**src/rtl/raw_readout_ctrl_if.sv**
```systemverilog
// Readout word stream from raw_readout_ctrl to the DAQ sink.
// A word transfers on a cycle where daq_valid and daq_ready are both high.
interface raw_readout_ctrl_if;
  logic [15:0] daq_data;
  logic        daq_valid;
  logic        daq_ready;
  logic        daq_last;

  modport master (output daq_data, output daq_valid, output daq_last, input daq_ready);
  modport slave  (input daq_data, input daq_valid, input daq_last, output daq_ready);
endinterface

```
**src/rtl/raw_readout_ctrl.sv**
```systemverilog
// Raw readout controller: drives the raw delay memory, captures 1..4 delayed frames per
// accepted trigger and streams a header word plus the frames as 16-bit words.
module raw_readout_ctrl #(
  parameter int NWORD = 12
) (
  input  logic                clk,
  input  logic                rst,
  input  logic                run_en,
  input  logic                l1a,
  input  logic [1:0]          nbins_cfg,
  input  logic [7:0]          delay_cfg,
  input  logic [191:0]        rd_dout,
  output logic                rd_we,
  output logic                rd_trig_stop,
  output logic [7:0]          rd_delay,
  raw_readout_ctrl_if.master  daq,
  output logic                busy,
  output logic [7:0]          l1a_cnt,
  output logic [7:0]          drop_cnt
);

  typedef enum logic [2:0] {ST_IDLE, ST_WAIT, ST_CAPTURE, ST_HEADER, ST_SEND} state_t;

  localparam logic [3:0] LAST_WRD = 4'(NWORD - 1);

  state_t       state_r, state_next_s;
  logic [1:0]   nb_r, frm_r, frm_next_s;
  logic [3:0]   wrd_r, wrd_next_s;
  logic [7:0]   hdr_cnt_r, l1a_cnt_r, drop_cnt_r, rd_delay_r;
  logic         rst_d_r, run_en_d_r, trig_stop_r, trig_stop_next_s, rd_we_r;
  logic         accept_s, hs_s;
  logic [15:0]  data_next_s, data_r;
  logic         valid_next_s, valid_r, last_next_s, last_r, busy_r;
  logic [191:0] frame_buf_r [4];

  function automatic logic [15:0] sel_word(input logic [191:0] frame, input logic [3:0] idx);
    sel_word = frame[{idx, 4'h0} +: 16];
  endfunction

  // Trigger acceptance, handshake and next-state/next-output decode
  always_comb begin
    trig_stop_next_s = rst | rst_d_r | (run_en & ~run_en_d_r);
    accept_s         = l1a & run_en & ~trig_stop_r & (state_r == ST_IDLE);
    hs_s             = valid_r & daq.daq_ready;
    state_next_s     = state_r;
    frm_next_s       = frm_r;
    wrd_next_s       = wrd_r;
    case (state_r)
      ST_IDLE: begin
        if (accept_s) begin
          state_next_s = ST_WAIT;
        end else begin
          state_next_s = ST_IDLE;
        end
      end
      ST_WAIT: begin
        state_next_s = ST_CAPTURE;
        frm_next_s   = 2'd0;
      end
      ST_CAPTURE: begin
        if (frm_r == nb_r) begin
          state_next_s = ST_HEADER;
          frm_next_s   = 2'd0;
        end else begin
          frm_next_s   = frm_r + 2'd1;
        end
      end
      ST_HEADER: begin
        if (hs_s) begin
          state_next_s = ST_SEND;
          frm_next_s   = 2'd0;
          wrd_next_s   = 4'd0;
        end else begin
          state_next_s = ST_HEADER;
        end
      end
      ST_SEND: begin
        if (hs_s && last_r) begin
          state_next_s = ST_IDLE;
        end else if (hs_s && (wrd_r == LAST_WRD)) begin
          wrd_next_s   = 4'd0;
          frm_next_s   = frm_r + 2'd1;
        end else if (hs_s) begin
          wrd_next_s   = wrd_r + 4'd1;
        end else begin
          state_next_s = ST_SEND;
        end
      end
      default: state_next_s = ST_IDLE;
    endcase

    // Outputs are precomputed for the coming state so they leave a register
    valid_next_s = 1'b0;
    last_next_s  = 1'b0;
    data_next_s  = 16'h0000;
    case (state_next_s)
      ST_HEADER: begin
        valid_next_s = 1'b1;
        data_next_s  = {4'hA, 2'b00, nb_r, hdr_cnt_r};
      end
      ST_SEND: begin
        valid_next_s = 1'b1;
        data_next_s  = sel_word(frame_buf_r[frm_next_s], wrd_next_s);
        last_next_s  = (frm_next_s == nb_r) && (wrd_next_s == LAST_WRD);
      end
      default: begin
        valid_next_s = 1'b0;
        last_next_s  = 1'b0;
        data_next_s  = 16'h0000;
      end
    endcase
  end

  // Control state, counters and registered readout outputs
  always_ff @(posedge clk) begin
    if (rst) begin
      state_r    <= ST_IDLE;
      frm_r      <= 2'd0;
      wrd_r      <= 4'd0;
      nb_r       <= 2'd0;
      hdr_cnt_r  <= 8'd0;
      l1a_cnt_r  <= 8'd0;
      drop_cnt_r <= 8'd0;
      rd_delay_r <= 8'd0;
      valid_r    <= 1'b0;
      last_r     <= 1'b0;
      data_r     <= 16'h0000;
      busy_r     <= 1'b0;
    end else begin
      state_r <= state_next_s;
      frm_r   <= frm_next_s;
      wrd_r   <= wrd_next_s;
      valid_r <= valid_next_s;
      last_r  <= last_next_s;
      data_r  <= data_next_s;
      busy_r  <= (state_next_s != ST_IDLE);
      if (accept_s) begin
        nb_r      <= nbins_cfg;
        hdr_cnt_r <= l1a_cnt_r;
        l1a_cnt_r <= l1a_cnt_r + 8'd1;
      end
      if (l1a && !accept_s && (drop_cnt_r != 8'hFF)) begin
        drop_cnt_r <= drop_cnt_r + 8'd1;
      end
      if (state_r == ST_IDLE) begin
        rd_delay_r <= delay_cfg;
      end
    end
  end

  // Delay-memory strobes; rd_we uses the upcoming strobe so the two never overlap
  always_ff @(posedge clk) begin
    rst_d_r     <= rst;
    run_en_d_r  <= run_en;
    trig_stop_r <= trig_stop_next_s;
    rd_we_r     <= run_en & ~rst & ~trig_stop_next_s;
  end

  // Frame buffer: contents are don't-care after reset, so no reset branch
  always_ff @(posedge clk) begin
    if (state_r == ST_CAPTURE) begin
      frame_buf_r[frm_r] <= rd_dout;
    end
  end

  assign rd_we         = rd_we_r;
  assign rd_trig_stop  = trig_stop_r;
  assign rd_delay      = rd_delay_r;
  assign daq.daq_data  = data_r;
  assign daq.daq_valid = valid_r;
  assign daq.daq_last  = last_r;
  assign busy          = busy_r;
  assign l1a_cnt       = l1a_cnt_r;
  assign drop_cnt      = drop_cnt_r;

endmodule

```
**src/flat_wrapper.sv**
```systemverilog
// flat-port wrapper written by rule: the top's interface ports become plain ports
module raw_readout_ctrl_flat 
#(
  parameter int NWORD = 12
)
  (clk, rst, run_en, l1a, nbins_cfg, delay_cfg, rd_dout, rd_we, rd_trig_stop, rd_delay, busy, l1a_cnt, drop_cnt, daq_daq_data, daq_daq_valid, daq_daq_last, daq_daq_ready);
  raw_readout_ctrl_if daq_i ();
  input  logic clk;
  input  logic rst;
  input  logic run_en;
  input  logic l1a;
  input  logic [1:0] nbins_cfg;
  input  logic [7:0] delay_cfg;
  input  logic [191:0] rd_dout;
  output logic rd_we;
  output logic rd_trig_stop;
  output logic [7:0] rd_delay;
  output logic busy;
  output logic [7:0] l1a_cnt;
  output logic [7:0] drop_cnt;
  output wire logic [$bits(daq_i.daq_data)-1:0] daq_daq_data;
  output wire logic [$bits(daq_i.daq_valid)-1:0] daq_daq_valid;
  output wire logic [$bits(daq_i.daq_last)-1:0] daq_daq_last;
  input wire logic [$bits(daq_i.daq_ready)-1:0] daq_daq_ready;
  assign daq_daq_data = daq_i.daq_data;
  assign daq_daq_valid = daq_i.daq_valid;
  assign daq_daq_last = daq_i.daq_last;
  assign daq_i.daq_ready = daq_daq_ready;
  raw_readout_ctrl #(.NWORD(NWORD)) u_core (.clk(clk), .rst(rst), .run_en(run_en), .l1a(l1a), .nbins_cfg(nbins_cfg), .delay_cfg(delay_cfg), .rd_dout(rd_dout), .rd_we(rd_we), .rd_trig_stop(rd_trig_stop), .rd_delay(rd_delay), .daq(daq_i), .busy(busy), .l1a_cnt(l1a_cnt), .drop_cnt(drop_cnt));
endmodule
```
**config.mk**
```make
export PLATFORM = sky130hd
export DESIGN_NAME = raw_readout_ctrl_flat
export DESIGN_NICKNAME = d
export VERILOG_FILES = /design/src/rtl/raw_readout_ctrl_if.sv /design/src/rtl/raw_readout_ctrl.sv /design/src/flat_wrapper.sv
export SDC_FILE = /design/constraint.sdc
export NUM_CORES = 1
export LEC_CHECK = 0
export CAP_MARGIN = 10
export CORE_ASPECT_RATIO = 1.5
export CORE_UTILIZATION = 35
export DETAILED_ROUTE_END_ITERATION = 7
export PLACE_DENSITY = 0.61
export SYNTH_ARGS = -nofsm -noshare
export SYNTH_HDL_FRONTEND = slang
export SYNTH_SLANG_ARGS = --single-unit
```
**constraint.sdc**
```tcl
create_clock -name clk -period 18.1 [get_ports clk]
set_input_delay 3.62 -clock clk [delete_from_list [all_inputs] [get_ports clk]]
set_output_delay 3.62 -clock clk [all_outputs]
set_load 0.005 [all_outputs]
```
# Word level (Yosys, flattened, before mapping)
# Memories as Yosys holds them, arrays and structs flattened.
# Cells that the tools add are included.
dict set report totals {
  output_inout_bits 45
  elab_cells 78
  mem_bits_rw 768
  mem_count 1
  in_bits 207
  register_bits 66
}
dict set report classes {
  reduce_logical 10
  n_eq_ne 11
  shift 1
  n_addsub 4
  bitwise 14
  mux 21
}
# memory words word_bits read_ports rd_clocked_by_memory_dff write_ports line
set mem_list {}
lappend mem_list {u_core.frame_buf_r 4 192 1 0 1 raw_readout_ctrl.sv:34} ;# logic [191:0] frame_buf_r [4];
# operator n
set ops {}
lappend ops {{$shiftx A192 B9 Y16} 1}
lappend ops {{$pmux W16 S2} 1}
lappend ops {{$add A8 B1 Y8 const B} 2}
lappend ops {{$mux W4} 4}
lappend ops {{$mux W3} 5}
lappend ops {{$pmux W3 S5} 1}
lappend ops {{$eq A3 B2 Y1 const B} 3}
lappend ops {{$eq A4 B4 Y1 const B} 2}
lappend ops {{$mux W2} 4}
lappend ops {{$ne A8 B8 Y1 const B} 1}
lappend ops {{$pmux W2 S4} 1}
lappend ops {{$pmux W4 S2} 1}
lappend ops {{$and A1 B1 Y1} 7}
lappend ops {{$eq A3 B3 Y1 const B} 2}
lappend ops {{$logic_and A1 B1 Y1} 5}
lappend ops {{$not A1 Y1} 5}
lappend ops {{$add A4 B1 Y4 const B} 1}
lappend ops {{$eq A2 B2 Y1} 2}
lappend ops {{$mux W1} 4}
lappend ops {{$reduce_or A2 Y1} 2}
lappend ops {{$eq A3 B1 Y1 const B} 1}
lappend ops {{$logic_not A3 Y1} 1}
lappend ops {{$reduce_bool A3 Y1} 1}
lappend ops {{$add A2 B1 Y2 const B} 1}
lappend ops {{2 further kinds} 3}

# Depth between registers and ports, before layout
dict set report logic_depth {
  word_depth 8
  ltp_mapped 14
  mapped_depth_nobuf 10
}

# Worst setup path before layout
# OpenSTA, ideal clock, no wires.
dict set report synth_timing {
  path_kind {input -> register}
  start {in daq_daq_ready}
  end {reg u_core.data_r[10], in the netlist u_core.daq.daq_data[10]}
  required_ns 17.976
  path_slack_ns 12.073
  stages 9
  setup_time_ns 0.124
  n_path_buf 2
  arrival_time_ns 5.902
  cell_sequence {and2_1 > inv_1 > ha_1 > o311ai_1 > buf_2 > buf_1 > mux2i_1 > o22ai_1 > a2111o_1}
}
dict set report synth_between {
  elab_chain_cells 8
  word_cells_on_any_way 22
  cone_classes {eq/ne (2); shift (1); mux (15); bitwise (1); reduce/logical (2); memory (1)}
}
# item line
set synth_rtl {}
lappend synth_rtl {{from (decl)} flat_wrapper.sv:24} ;# input wire logic [$bits(daq_i.daq_ready)-1:0] daq_daq_ready;
lappend synth_rtl {{$and A1 B1 Y1 *} raw_readout_ctrl.sv:44} ;# hs_s = valid_r & daq.daq_ready;
lappend synth_rtl {{$logic_and A1 B1 Y1} raw_readout_ctrl.sv:80} ;# end else if (hs_s && (wrd_r == LAST_WRD)) begin
lappend synth_rtl {{$mux W2} raw_readout_ctrl.sv:80}
lappend synth_rtl {{$mux W2} raw_readout_ctrl.sv:78} ;# if (hs_s && last_r) begin
lappend synth_rtl {{$pmux W2 S4} raw_readout_ctrl.sv:48} ;# case (state_r)
lappend synth_rtl {{$mem_v2 Z4 W192} -}
lappend synth_rtl {{$shiftx A192 B9 Y16} raw_readout_ctrl.sv:37} ;# sel_word = frame[{idx, 4'h0} +: 16];
lappend synth_rtl {{$pmux W16 S2 *} raw_readout_ctrl.sv:96} ;# case (state_next_s)
lappend synth_rtl {{to (signal assigned)} raw_readout_ctrl.sv:135} ;# data_r <= data_next_s;
lappend synth_rtl {{to (decl)} raw_readout_ctrl.sv:32} ;# logic [15:0] data_next_s, data_r;
# Mark *: on every way between the ends. The rest lies on a longest branch, timed or not.
# A chain may end at the register's enable or synchronous reset.

# Worst setup path in the final report
dict set report layout_timing {
  start {in daq_daq_ready}
  end {reg u_core.data_r[11], in the netlist u_core.daq.daq_data[11]}
}
# Same word-level chain as after synthesis.

==> impl_metrics.json <==
{
  "die_area_mm2": 0.09649,
  "synthAdderAreaFrac_pct": 0.3003,
  "cts_made_buffers": 83,
  "synth_top_cell_area_share_pct": 69.19,
  "slowest_stage": "buf_4",
  "vias_per_cell": 5.259,
  "crit_top_cell": "buf_4",
  "synth_top_cell_by_area": "edfxtp_1",
  "grt_setup_unrepaired": "no",
  "via_count": 20020,
  "placementRows": 138,
  "wl_um": 93930,
  "firstDrtPassIters": 5,
  "skew_ns": 0.02823,
  "p_leak_nw": 12.41,
  "worst-path-max-fanout": 43,
  "die_h_um": 380.0,
  "peakVddDrop_uv": 60.91,
  "post-place-cells": 3634,
  "fin_hold_ws_ns": 0.4444,
  "io_buffers": 251,
  "synth_top_family_by_area": "multiplexers",
  "nets": 2675,
  "fin_crit_sh_pct": 42.45,
  "grt_max_degree": 152,
  "ys_ff_latch": 834,
  "dp_hpwl_um": 60350,
  "fillers": 8552,
  "core_area_mm2": 0.09428,
  "start_util_pct": 35.35,
  "syn-num-nets": 2438,
  "clkTransAtPathRegs_ns": 0.06,
  "drive_above_1_share_pct": 7.191,
  "synth_ff_type": "edfxtp_1",
  "crit_buf_inv": 4,
  "seq_area_frac_synth_pct": 73.16,
  "crit_type": "in -> reg",
  "register_area_mm2": 0.02438,
  "cts-hold-fix-buffers": 0,
  "fin_util_pct": 42.18,
  "numClockSinks": 834,
  "p_per_area_mw_per_mm2": 99.94,
  "yosys-top-cells-area": "edfxtp_1 (69%), mux2i_1 (9.7%), nand2_1 (4.2%)",
  "first_global_vias": 20040,
  "multi_input_area_mm2": 0.008173,
  "maxCapViolCount": 0,
  "synth-compound-area-share_pct": 5.398,
  "place.gp.congestion": 0.8153,
  "arrival_ns": 8.20,
  "setup_slack_ns": 10.42,
  "drc": 0,
  "antenna_found_initial": 33,
  "worstMarginPinSlew_ns": 1.142,
  "cts_tree": "done",
  "holdCritPathClass": "reg -> reg",
  "drv_slew": 0,
  "synth_edf_count": 768,
  "final_cells": 3806,
  "setup_viol": 0,
  "synthSimpleGateAreaFrac_pct": 8.330,
  "cts_buffer_depth": 3,
  "wire_per_inst_um": 24.68,
  "drtIter0Drc": 1895,
  "die_w_um": 254.0,
  "grt_overflow": 0,
  "crit_path_end_kind": "flop",
  "avgSynthCellArea_um2": 14.99,
  "io_pins": 252,
  "hold_viol_final": 0,
  "cts_setup_buffers": 0,
  "root_buffer": "clkbuf_16",
  "relSlewSlack_pct": 23.48,
  "syn_inst": 2223,
  "worstPathRequired_ns": 18.62,
  "cp_cell_sequence": "clkdlybuf4s50_1 -> and2_1 -> inv_1 -> ha_1 -> o311ai_4 -> buf_4 -> buf_4 -> nand2_4 -> o221ai_1 -> o22ai_1 -> a2111o_1",
  "ys_top_cells_by_count": "edfxtp_1 (768), nand2_1 (370), mux2i_1 (322), nand3_1 (144), a21oi_1 (70)",
  "yosysUniqueCellTypes": 69,
  "cts_resized": 0,
  "antenna_left": 0,
  "synth_xor_xnor_area_share_pct": 0.4730,
  "max_freq_mhz": 130.2,
  "ys_async_sr_fraction_pct": 0,
  "max_stage_delay_ns": 0.78,
  "grt_pass1_wl_um": 135200,
  "netlist_area_mm2": 0.03333,
  "synth.most_common_cell": "edfxtp_1",
  "worstSkewPairLatency_ns": 0.65,
  "critical-path-top-delay-family": "buffers and inverters",
  "start_kind": "primary input",
  "place_ws_ns": 9.718,
  "cts-htree-levels": 3,
  "synth_mux_area_share_pct": 9.771,
  "track_usage_pct": 19.25,
  "status": "finished, final reports clean",
  "areaGrowthSynthToFinish_pct": 19.31,
  "tns_ns": 0,
  "yosys_warnings": 0,
  "period_minus_slack_ns": 7.683
}
==> logic make-up after synthesis <==
logic type                 after synthesis
AOI/OAI and AO/OA                      263
xor gates and xnor gates                18
adders and majority gates                8
buffers and inverters                  139
DFF                                    834
muxes                                  325
and+or+nand+nor                        636
==> flip-flops by register name (all words and copies together), names as in the netlist, 3 cells and up <==
name / cells
u_core.daq.daq_data: 16
u_core.drop_cnt: 8
u_core.l1a_cnt: 8
u_core.hdr_cnt_r: 8
u_core.wrd_r: 4
u_core.frame_buf_r: 768
u_core.rd_delay: 8
u_core.state_r: 3
==> cell type report <==
class	instances	share of cell area, %
Tap cell	1260	3.965
Timing Repair Buffer	282	7.048
Clock inverter	45	1.193
Antenna cell	15	0.09439
Multi-Input combinational cell	1250	20.55
Inverter	9	0.08495
Clock buffer	111	5.745
Sequential cell	834	61.32
==> stage by stage <==
step / instance area [um^2] / power (W)
after detailed placement: 36940 / 0.002275
after CTS: 39700 / 0.004006
after floorplan: 33330 / 0.002194
final: 39770 / 0.003974
after global placement: 36940 / 0.002270
after global routing: 39750 / 0.004082
==> worst paths after layout <==
kind / from / end / slack (ns) / cells past startpoint
worst max-delay path: daq_daq_ready / u_core.daq.daq_data[11]$_SDFF_PP0_ / 10.42 / 11
worst min-delay path: u_core.run_en_d_r$_DFF_P_ / u_core.rd_trig_stop$_DFF_P_ / 0.44 / 1
worst max register to register: u_core.frm_r[0]$_SDFF_PP0_ / u_core.daq.daq_data[11]$_SDFF_PP0_ / 13.09 / 11
worst min register to register: u_core.run_en_d_r$_DFF_P_ / u_core.rd_trig_stop$_DFF_P_ / 0.44 / 1
==> report_power, final <==
| part | total, W | internal [W] | switching (W) |
|---|---|---|---|
| sequential | 0.00212 | 0.00212 | 0.00000517 |
| combinational | 0.000110 | 0.0000548 | 0.0000549 |
| clock | 0.00174 | 0.00101 | 0.000733 |
==> per-layer routing <==
layer | up-vias | global-route usage [%] | wire length, um
li1 | 8976 | - | -
met1 | 10050 | 22.67 | 35390
met2 | 782 | 33.20 | 47800
met3 | 183 | 4.200 | 6764
met4 | 24 | 8.858 | 3819
met5 | - | 0 | 158
==> cell usage in the layout, fill, tap and decap left out, types with 39 or more instances in the layout <==
master | netlist | routed
a21oi_1 | 70 | 70
clkbuf_16 | 0 | 85
clkdlybuf4s50_1 | 0 | 251
dfxtp_1 | 66 | 66
edfxtp_1 | 768 | 768
mux2i_1 | 322 | 322
nand2_1 | 370 | 370
nand3_1 | 144 | 144
nor2_1 | 53 | 53
o22ai_1 | 39 | 39
(Power assumes the default switching activity.)
